## src/rtl/da_pkg.sv

```systemverilog
// da_pkg: shared FSM state type, default widths and the LUT subset-sum helper for da_serial_sched.
package da_pkg;
    typedef enum logic [1:0] {IDLE, RUN, HOLD} state_t;
    localparam int DA_W     = 4;
    localparam int DA_CW    = 4;
    localparam int DA_YW    = 8;
    localparam int MAX_TAPS = 4;
    // Two guard bits absorb the growth of the signed DA sum before it is sized to YW.
    function automatic int acc_w(input int yw);
        return yw + 2;
    endfunction
    function automatic int cnt_w(input int w);
        return (w > 1) ? $clog2(w) : 1;
    endfunction
    function automatic int lut_sum(input int addr, input logic [MAX_TAPS-1:0][31:0] coeffs);
        int s = 0;
        for (int k = 0; k < MAX_TAPS; k++) if (addr[k]) s += int'(coeffs[k]);
        return s;
    endfunction
endpackage

```

## src/rtl/da_lut.sv

```systemverilog
// da_lut: combinational 2^TAPS-entry DA table; entry a is the sum of the coefficients selected by the bits of a.
module da_lut
    import da_pkg::*;
#(
    parameter int TAPS = 4,
    parameter int CW   = 4,
    parameter int C0   = 2,
    parameter int C1   = 3,
    parameter int C2   = 1,
    parameter int C3   = 1
) (
    input  logic [TAPS-1:0]      i_addr,
    output logic signed [CW-1:0] o_val
);
    localparam logic [MAX_TAPS-1:0][31:0] COEFFS = {32'(C3), 32'(C2), 32'(C1), 32'(C0)};
    localparam int LMAX = (1 << (CW - 1)) - 1;
    logic signed [CW-1:0] w_tab [2**TAPS];
    if (TAPS > MAX_TAPS) begin : g_taps_err
        $error("da_lut: TAPS exceeds the number of coefficient parameters");
    end
    for (genvar a = 0; a < 2**TAPS; a++) begin : g_tab
        localparam int S = lut_sum(a, COEFFS);
        if (S > LMAX || S < -LMAX - 1) begin : g_ovf
            $error("da_lut: LUT entry %0d overflows CW bits", a);
        end
        assign w_tab[a] = CW'(S);
    end
    assign o_val = w_tab[i_addr];
endmodule

```

## src/rtl/da_serial_sched.sv

```systemverilog
// da_serial_sched: bit-serial distributed-arithmetic FIR sequencer (tap line, bit counter, accumulator).
// Define DA_SAT_EN to saturate y to the signed YW range; otherwise y wraps to the low YW bits.
module da_serial_sched
    import da_pkg::*;
#(
    parameter int W    = DA_W,
    parameter int TAPS = 4,
    parameter int C0   = 2,
    parameter int C1   = 3,
    parameter int C2   = 1,
    parameter int C3   = 1,
    parameter int CW   = DA_CW,
    parameter int YW   = DA_YW
) (
    input  logic                 clk,
    input  logic                 reset,
    input  logic signed [W-1:0]  x_in,
    input  logic                 in_valid,
    output logic                 in_ready,
    output logic signed [YW-1:0] y,
    output logic                 out_valid,
    input  logic                 out_ready,
    output logic                 busy
);
    localparam int AW = acc_w(YW);
    localparam int BW = cnt_w(W);
    state_t r_state, w_next;
    logic signed [W-1:0]  r_tap [TAPS];
    logic [W-1:0]         r_work [TAPS];
    logic signed [AW-1:0] r_acc, w_term, w_acc_nxt;
    logic [BW-1:0]        r_bitcnt;
    logic signed [YW-1:0] r_y, w_y;
    logic [TAPS-1:0]      w_addr;
    logic signed [CW-1:0] w_lut;
    logic                 w_last, w_take;

    da_lut #(.TAPS(TAPS), .CW(CW), .C0(C0), .C1(C1), .C2(C2), .C3(C3)) u_lut (
        .i_addr (w_addr),
        .o_val  (w_lut)
    );

    for (genvar k = 0; k < TAPS; k++) begin : g_addr
        assign w_addr[k] = r_work[k][0];
    end

    assign w_take    = (r_state == IDLE) && in_valid;
    assign w_last    = r_bitcnt == BW'(W - 1);
    assign w_term    = AW'(w_lut) <<< r_bitcnt;
    // The final (sign) bit of a two's-complement sample carries negative weight.
    assign w_acc_nxt = w_last ? r_acc - w_term : r_acc + w_term;
`ifdef DA_SAT_EN
    localparam logic signed [AW-1:0] YMAX = AW'((1 << (YW - 1)) - 1);
    localparam logic signed [AW-1:0] YMIN = AW'(-(1 << (YW - 1)));
    assign w_y = (w_acc_nxt > YMAX) ? YMAX[YW-1:0] : (w_acc_nxt < YMIN) ? YMIN[YW-1:0] : w_acc_nxt[YW-1:0];
`else
    assign w_y = w_acc_nxt[YW-1:0];
`endif
    assign y = r_y;

    always_comb begin
        w_next    = r_state;
        in_ready  = 1'b0;
        out_valid = 1'b0;
        busy      = 1'b1;
        case (r_state)
            IDLE: begin
                in_ready = 1'b1;
                busy     = 1'b0;
                w_next   = in_valid ? RUN : IDLE;
            end
            RUN:  w_next = w_last ? HOLD : RUN;
            HOLD: begin
                out_valid = 1'b1;
                w_next    = out_ready ? IDLE : HOLD;
            end
            default: w_next = IDLE;
        endcase
    end

    always_ff @(posedge clk) begin
        if (reset) r_state <= IDLE;
        else r_state <= w_next;
    end

    always_ff @(posedge clk) begin
        if (reset) begin
            r_acc    <= '0;
            r_bitcnt <= '0;
            r_y      <= '0;
            for (int k = 0; k < TAPS; k++) begin
                r_tap[k]  <= '0;
                r_work[k] <= '0;
            end
        end else if (w_take) begin
            r_tap[0]  <= x_in;
            r_work[0] <= x_in;
            for (int k = 1; k < TAPS; k++) begin
                r_tap[k]  <= r_tap[k-1];
                r_work[k] <= r_tap[k-1];
            end
            r_acc    <= '0;
            r_bitcnt <= '0;
        end else if (r_state == RUN) begin
            for (int k = 0; k < TAPS; k++) r_work[k] <= r_work[k] >> 1;
            r_acc <= w_acc_nxt;
            if (w_last) r_y <= w_y;
            else r_bitcnt <= r_bitcnt + 1'b1;
        end
    end
endmodule

```

## config.mk

```make
export PLATFORM = sky130hd
export DESIGN_NAME = da_serial_sched
export DESIGN_NICKNAME = d
export VERILOG_FILES = /design/src/rtl/da_pkg.sv /design/src/rtl/da_lut.sv /design/src/rtl/da_serial_sched.sv
export SDC_FILE = /design/constraint.sdc
export NUM_CORES = 1
export LEC_CHECK = 0
export ABC_AREA = 1
export ABC_CLOCK_PERIOD_IN_PS = 3000
export CORE_UTILIZATION = 40
export CTS_CLUSTER_DIAMETER = 80
export CTS_CLUSTER_SIZE = 14
export DETAILED_ROUTE_END_ITERATION = 10
export SLEW_MARGIN = 20
export SYNTH_ARGS = -nofsm -noshare
export SYNTH_HDL_FRONTEND = slang
export SYNTH_SLANG_ARGS = --single-unit
```

## constraint.sdc

```tcl
create_clock -name clk -period 3 [get_ports clk]
set_input_delay 0.6 -clock clk [delete_from_list [all_inputs] [get_ports clk]]
set_output_delay 0.6 -clock clk [all_outputs]
set_load 0.005 [all_outputs]
```

# Yosys cells after proc, flatten, opt, wreduce, memory -nomap -nowiden
# Memories as Yosys holds them, arrays and structs flattened.
# Cells that the tools add are included.
# totals
regBits,22
mem_bits_rw,32
mem_bits_ro,64
inputBits,8
wordCells,66
mem_count,3
# memory_table
memory,words,width,read_ports,rd_clocked_by_memory_dff,write_ports,line_no,rtl
(name not given),16,4,1,0,0,da_lut.sv:28,assign o_val = w_tab[i_addr];
r_tap,4,4,3,0,4,da_serial_sched.sv:28,logic signed [W-1:0] r_tap [TAPS];
r_work,4,4,4,0,4,da_serial_sched.sv:29,logic [W-1:0] r_work [TAPS];
# op_classes
n_addsub,3
magnitude_cmp,1
eq_ne,3
shifts,1
muxes,31
n_bitwise,15
n_reduce_logical,5
# ops
cell,n
4-bit 2-to-1 mux,14
1-bit 2-to-1 mux,13
1-bit OR,12
10-bit adder,1
10-bit 2-to-1 mux,1
4-bit by 2-bit <<< shifter with 10-bit output,1
10-bit subtractor,1
2-bit case mux with 3 select lines,1
5-bit greater-or-equal comparator (second input constant),1
4-bit inverter with 5-bit output,1
2-bit equality test (second input constant),2
2-bit 2-to-1 mux,2
3-bit AND reduction,1
2-bit by 1-bit adder with 2-bit output (second input constant),1
2-bit by 1-bit equality test with 1-bit output (second input constant),1
2-bit logical NOT,1
1-bit inverter,2
2-bit AND reduction,1
2-bit OR reduction,1
1-bit logical AND,1

# Logic depth before layout (Yosys ltp)
# Gate-level depths: netlist of the first run.
# An unclocked memory read counts as a cell.
# logic_depth
ltp_word,8
ltp_mapped,25
mapped_depth_nobuf,25

# By module
# Synthesis of the first run repeated with hierarchy kept, for this count alone.
# unflattened
hier_cells,302
area_unflattened_um2,2528.7
# by_module_without_submodules
module,n_inst,cells_each,area_each_um2
da_serial_sched,1,273,2388.5
da_lut,1,29,140.1

# Worst setup path before layout of the first run
# No wires, ideal clock.
# synth_path
path_type,flip-flop to flip-flop
from,memory r_work[1][0] (netlist bit)
to,"register r_y[5], in the netlist y[5]"
setup_time_ns,0.115
arrival_time_ns,2.720
required_ns,2.885
setup_slack_ns,0.164
path_stages_with_launch,22
synth_period_minus_slack_ns,2.836
path_cell_list,edfxtp_1 inv_2 ha_1 nand2_1 o21ai_1 nand2_1 nand3_1 nand2_1 nand2_2 ha_1 nor2_1 xnor2_1 inv_1 ha_1 a21oi_1 nand2_1 a21oi_1 nor2_1 nor2_1 xor2_1 o21ai_0 inv_1
# synth_lines
element,line_no,rtl
start: declaration,da_serial_sched.sv:29,
end signal: assignment,da_serial_sched.sv:106,if (w_last) r_y <= w_y;
end: declaration,da_serial_sched.sv:32,"logic signed [YW-1:0] r_y, w_y;"

==> results of run 1 <==
-- cells by family after synthesis --
family / Yosys count / share of synthesized area
DFF: 48 / 0.468
adders and majority gates: 12 / 0.0604
AOI/OAI and AO/OA: 50 / 0.114
buffers and inverters: 68 / 0.109
and+or+nand+nor: 121 / 0.226
xor gates and xnor gates: 7 / 0.0235
-- stage by stage --
| stage | utilization | worst slack, ns | cells | area, µm² | setup TNS, ns |
|---|---|---|---|---|---|
| 5_1_grt | 0.516 | -0.0824 | 419 | 3260 | -0.383 |
| 6_report | 0.516 | 0.0986 | 419 | 3260 | 0 |
| 3_5_place_dp | 0.461 | -0.0306 | 403 | 2910 | -0.0372 |
| 4_1_cts | 0.477 | 0.00209 | 411 | 3010 | 0 |
| 3_3_place_gp | 0.461 | 0.0154 | 403 | 2910 | 0 |
| 2_1_floorplan | - | 0.164 | 306 | 2610 | 0 |
-- Yosys cell counts, types with 2 or more instances --
cell type and instances:
nand2_1 59, nand4_1 3, a21oi_1 17, o21ai_0 18, dfxtp_1 22, inv_1 54
nand3b_1 3, nor2_4 3, buf_4 2, nand2_2 6, a22o_1 5, xor2_1 5
nand3_1 17, xnor2_1 2, clkbuf_1 4, nand3_2 7, edfxtp_1 26, ha_1 11
o21ai_1 2, nor2_1 22, inv_2 4, o21a_1 2
-- registers in the layout (all words and copies together), names as in the netlist --
signal,flops
r_tap,12
r_bitcnt,2
r_work,16
r_acc,8
y,8
r_state,2
-- timing repair --
item	CTS	global route
pin swaps	1	25
endpoints found under the setup margin	6	8
hold buffers	0	0
buffers inserted	0	9
gates resized for setup	3	41
-- report_power, final --
group | leakage, nW | switching (mW) | internal, mW | total [mW]
clock | 0.0428 | 0.215 | 0.164 | 0.378
combinational | 0.948 | 0.510 | 0.432 | 0.942
sequential | 0.456 | 0.0535 | 0.770 | 0.824
total | 1.45 | 0.778 | 1.37 | 2.14
-- how the worst min path moves through the flow --
stage,end,slack [ns],depth (start not counted)
5_1_grt,y[2],0.50,2
4_1_cts,r_acc[5],0.47,2
3_3_place_gp,r_acc[0],0.45,2
2_1_floorplan,r_acc[5],0.43,2
3_5_place_dp,r_acc[0],0.45,2
6_report,r_acc[5],0.47,2
-- critical path, delay by kind of cell (launching register included) --
family	cells	cell delay, ns
buffers and inverters	4	0.23
xor gates and xnor gates	2	0.32
DFF	1	0.38
and+or+nand+nor	10	0.81
AOI/OAI and AO/OA	3	0.40
adders and majority gates	3	0.70
-- metal layers --
layer | global-route usage | up-vias
met2 | 0.226 | 28
met5 | 0 | -
met3 | 0.0295 | 2
met1 | 0.219 | 916
met4 | 0.0517 | 0
li1 | - | 1056
-- cell type report --
cell class	count	area [µm²]	area share
clock inverter	2	12.5	0.00384
tap	77	96.3	0.0296
multi-input combinational	190	1300	0.399
timing repair buffer	37	332	0.102
clock buffer	6	72.6	0.0223
inverter	59	224	0.0688
sequential	48	1220	0.375
==> metrics.txt, run 1 <==
post-synth top area cell=edfxtp_1; RSZ-0062 raised after global routing=yes; cell area power density=658 nW/µm²; maxcap violations=0; synth warn=0; number of DRC markers in iteration 0=79; register area share after synthesis=0.468; Post-synth EDFFs=26; Layout Skew=0.00596 ns; crit-path cells=inv_2 > ha_4 > inv_2 > nand2_1 > nand2_1 > nand2_1 > nand3_2 > nand2_2 > nand2_4 > ha_4 > nor2_4 > xnor2_2 > inv_2 > ha_4 > a21oi_1 > nand2_1 > a21oi_2 > nor2_1 > nor2_1 > xor2_1 > o21ai_0 > inv_1; Max rail drop VDD=about 0.00046 V; clk sinks=48; endpoints failing setup=0; Crit Reg-Reg Startpoint=r_work[1][0]; Cell Area, Synth=2610 µm²; final period utilization=0.967; initial antenna violation count=0; drt first pass iters=7; most frequent cells in the layout=nand2_1 (53), inv_1 (49), edfxtp_1 (26); antenna diode count=0; Boundary Pins=19; fmax=0.345 GHz; vias in the first global route=1,745; CTS tree=built; met3 wire len=~110 µm; layout cells sized above 1=0.225; final WL=5040 µm; CP Max Fanout=4; die width=82.8 µm; Synth area leaders=edfxtp_1 (30%), dfxtp_1 (17%), nand2_1 (8.5%); slowest CP cell=edfxtp_1; row count=29; Post-synth ARST share=0; hpwl dp=3380 µm; Yosys reg bits=48; Reg clk slew, reported paths=around 0.090 ns; Vias per Instance=approximately 4.8; Tightest Hold Check Type=flop to flop; die footprint=6850 µm²; R2R depth=22; WS Path Type=flop to flop; failing checks=design-rule violations; Synthesized Nets=326; crit path capture=y[5]; Final #Nets=around 360; Critical Path Source=r_work[1][0]; Gate Count Post-Synth=306; final hold vios=0; input/output buffers=18; final worst path period need=2.90 ns; CP endpoint kind=flop; pin count of the biggest net entering global routing=29; GRT overflow=0; DRT antenna net count=0; Worst Max-Slew Pin Slew=0.413 ns; worst reg-to-reg setup slack=0.1 ns; Setup crit start kind=flop; chip height=82.8 µm; wl on met1=between 2000 and 3000 µm; met2 wire length=2330 µm; initial core utilization=0.413; Crit path required time=3.24 ns; pins over their slew limit=0; status=complete, but fails checks; Fillers=609; Netlist cell types=34; commonest non-fill, non-tap cell in the layout=nand2_1; TritonCTS Buffers=5; Pleak=~1.4 nW; WL/cell=roughly 12 µm; DRC viols=2; core area=6310 µm²; top_reg_cell synth=edfxtp_1; mean area per synthesized cell=8.53 µm²; FF-to-FF End=y[5]; CTS Root Cell=clkbuf_8; clock buffer depth=2; via count=2,002; top cell type's share of synthesized area=0.299; worst hold slack=0.467 ns; RePlAce Congestion=between 0.8 and 0.9; All-Layer GR Usage=0.152; Min-Delay Startpoint=r_acc[5]; Clock Latency Late Sink=0.30 ns; first-pass GRT wire length=7840 µm; max layer used=met4; Most common cell on crit path=nand2_1; slowest stage delay, CP=between 0.3 and 0.4 ns; max_slew headroom=0.724; H-tree Lvls=2; Area growth syn-to-layout=24.8%; CP arrival=between 3 and 4 ns; post-layout power=2.14 mW
No activity file was read; power rests on OpenSTA's default activity.
==> inputs of run 2 (changes only) <==
--- a/config.mk
+++ b/config.mk
@@ -7,10 +7,11 @@
 export LEC_CHECK = 0
 export ABC_AREA = 1
 export ABC_CLOCK_PERIOD_IN_PS = 3000
-export CORE_UTILIZATION = 40
+export CORE_UTILIZATION = 49
 export CTS_CLUSTER_DIAMETER = 80
 export CTS_CLUSTER_SIZE = 14
 export DETAILED_ROUTE_END_ITERATION = 10
+export PLACE_DENSITY = 0.71
 export SLEW_MARGIN = 20
 export SYNTH_ARGS = -nofsm -noshare
 export SYNTH_HDL_FRONTEND = slang
==> run 2 against run 1 <==
The run now ends clean. Count of clock-buffer cells in the layout did not move. Final cell count fell by 3.1%. Critical path depth fell by 1. Non-clock buffer count fell by 6. Cell area fell by 3.4%. Wire length rose by 3.4%. Sequential share of layout area rose by 1.3 points. Largest power group unchanged. Highest routed layer unchanged.
==> metrics.txt, run 2 (synthesis gave the netlist of run 1 again) <==
Core Util, Final=0.616 (+0.100); initial core utilization=0.511 (+0.0976); final worst path period need=2.95 ns (+0.0476 ns); CP Max Fanout=4 (unchanged); Area growth syn-to-layout=20.6%; fin cells=406 (-3.1%); clock buffer depth=2 (unchanged); RSZ-0062 raised after global routing=yes; worst hold slack=0.472 ns (+0.00455 ns); met3 wire len=164 µm (+50%); clk sinks=48 (unchanged); Placed Area=2890 µm² (-0.82%); H-tree Lvls=2 (unchanged); Pleak=1.42 nW (-1.9%); max_slew headroom=0.715 (-0.00910); die width=75.0 µm (-9.4%); Worst Max-Slew Pin Slew=0.427 ns (+0.0136 ns); final period utilization=0.983 (+0.0159); max layer used=met4; CP arrival=3.20 ns (+0.05 ns); All-Layer GR Usage=0.193 (+0.0412); Layout Skew=0.0110 ns (+0.00508 ns); initial antenna violation count=0 (unchanged); max reg flops=16 (unchanged); via count=2,031 (+1.4%); antenna diode count=0 (unchanged); cell area power density=704 nW/µm² (+7.0%); WL/cell=12.8 µm (+6.7%); Largest regs=r_work (16), r_tap (12); input/output buffers=18 (unchanged); commonest non-fill, non-tap cell in the layout=nand2_1; die footprint=5620 µm² (-18%); endpoints failing setup=0 (unchanged); wl on met1=2390 µm (-8.2%); layout cells sized above 1=0.179 (-0.0466); Crit path required time=3.25 ns (about the same); row count=26 (-10%); CTS Root Cell=clkbuf_8; CP endpoint kind=flop; Clock Latency Late Sink=0.31 ns (about the same); chip height=75.0 µm (-9.4%); Top reg by flops=r_work; post-layout power=2.22 mW (+3.4%); dpl cells=394 (-2.2%); hold buffers post-CTS=0 (unchanged); Tightest Hold Check Type=flop to flop; RePlAce Congestion=0.879 (+6.2%); drt first pass iters=4 (-3); hpwl dp=3430 µm (+1.3%); CTS tree=built; TritonCTS Buffers=5 (unchanged); first-pass GRT wire length=8020 µm (+2.4%); vias in the first global route=1,816 (+4.1%); DRC viols=0 (-2); WS Path Type=flop to flop; Setup crit start kind=flop; number of DRC markers in iteration 0=88 (+11%); Max rail drop VDD=0.000633 V (+38%); Boundary Pins=19 (unchanged); final instance area=3150 µm² (-3.4%); final WL=5220 µm (+3.4%); status=finished, final reports clean; Fillers=434 (-29%); pins over their slew limit=0 (unchanged); Final #Nets=355 (-1.7%); DRT antenna net count=0 (unchanged); pin count of the biggest net entering global routing=29 (unchanged); most frequent cells in the layout=nand2_1 (57), inv_1 (53), edfxtp_1 (26); met2 wire length=2540 µm (+9.4%); final hold vios=0 (unchanged); fmax=0.339 GHz (-1.6%); maxcap violations=0 (unchanged); core area=5110 µm² (-19%); Vias per Instance=5.00 (+4.7%); GRT overflow=0 (unchanged); Reg clk slew, reported paths=0.09 ns (about the same)
run 2: changes by cell type in the layout (fill, tap and decap cells not counted), sizes merged:
cell,change
buf,-5
bufinv,+2
dlymetal6s2s,-1
clkinv,-2
run 2: per-stage QoR:
stage	setup WS, ns	setup TNS [ns]
after CTS	0.0200	0
after floorplan	0.164	0
final	0.0510	0
after global placement	-0.00271	-0.00271
after detailed placement	-0.0390	-0.0762
after global routing	-0.0694	-0.228
run 2: area by class of cell:
class,instances,area (µm²),share of cell area
tap,70,87.6,0.0278
clock inverter,2,60.1,0.0191
clock buffer,6,72.6,0.0231
timing repair buffer,31,278,0.0883
multi-input combinational,190,1200,0.383
sequential,48,1220,0.388
inverter,59,224,0.0712
run 2: metal layers:
layer | vias up | GRT usage
li1 | 1050 | -
met1 | 927 | 0.260
met2 | 43 | 0.309
met3 | 11 | 0.0361
met4 | 0 | 0.0755
met5 | - | 0
run 2: final timing paths:
| check | from | end | slack, ns | cells past startpoint |
|---|---|---|---|---|
| worst max register to register | r_work[1][0] | y[5] | 0.05 | 21 |
| worst min-delay path | y[1] | y[1] | 0.47 | 2 |
| worst min register to register | y[1] | y[1] | 0.47 | 2 |
| worst max-delay path | r_work[1][0] | y[5] | 0.05 | 21 |
run 2: report_power, final:
group | total, mW | internal, mW | leakage, nW | switching [mW]
Clock | 0.551 | 0.333 | 0.0654 | 0.217
Sequential | 0.823 | 0.770 | 0.456 | 0.0532
Combinational | 0.843 | 0.361 | 0.898 | 0.482
run 2: what timing repair did:
item                                    CTS  global route
gates resized for setup                   4            19
pin swaps                                 2            10
setup buffers                             0             4
endpoints found under the setup margin    4             7
run 2: worst max-delay path, stage by stage, from the launching register on:
cell	delay [ns]
edfxtp_1	0.42
inv_2	0.11
ha_4	0.21
nand2_1	0.06
o21ai_1	0.05
nand2_1	0.09
nand3_2	0.09
nand2_1	0.08
nand2_2	0.08
ha_4	0.19
nor2_4	0.10
xnor2_2	0.12
inv_2	0.06
ha_4	0.25
a21oi_1	0.15
nand2_1	0.12
a21oi_1	0.16
nor2_1	0.07
nor2_1	0.11
xor2_1	0.20
o21ai_1	0.09
inv_1	0.06
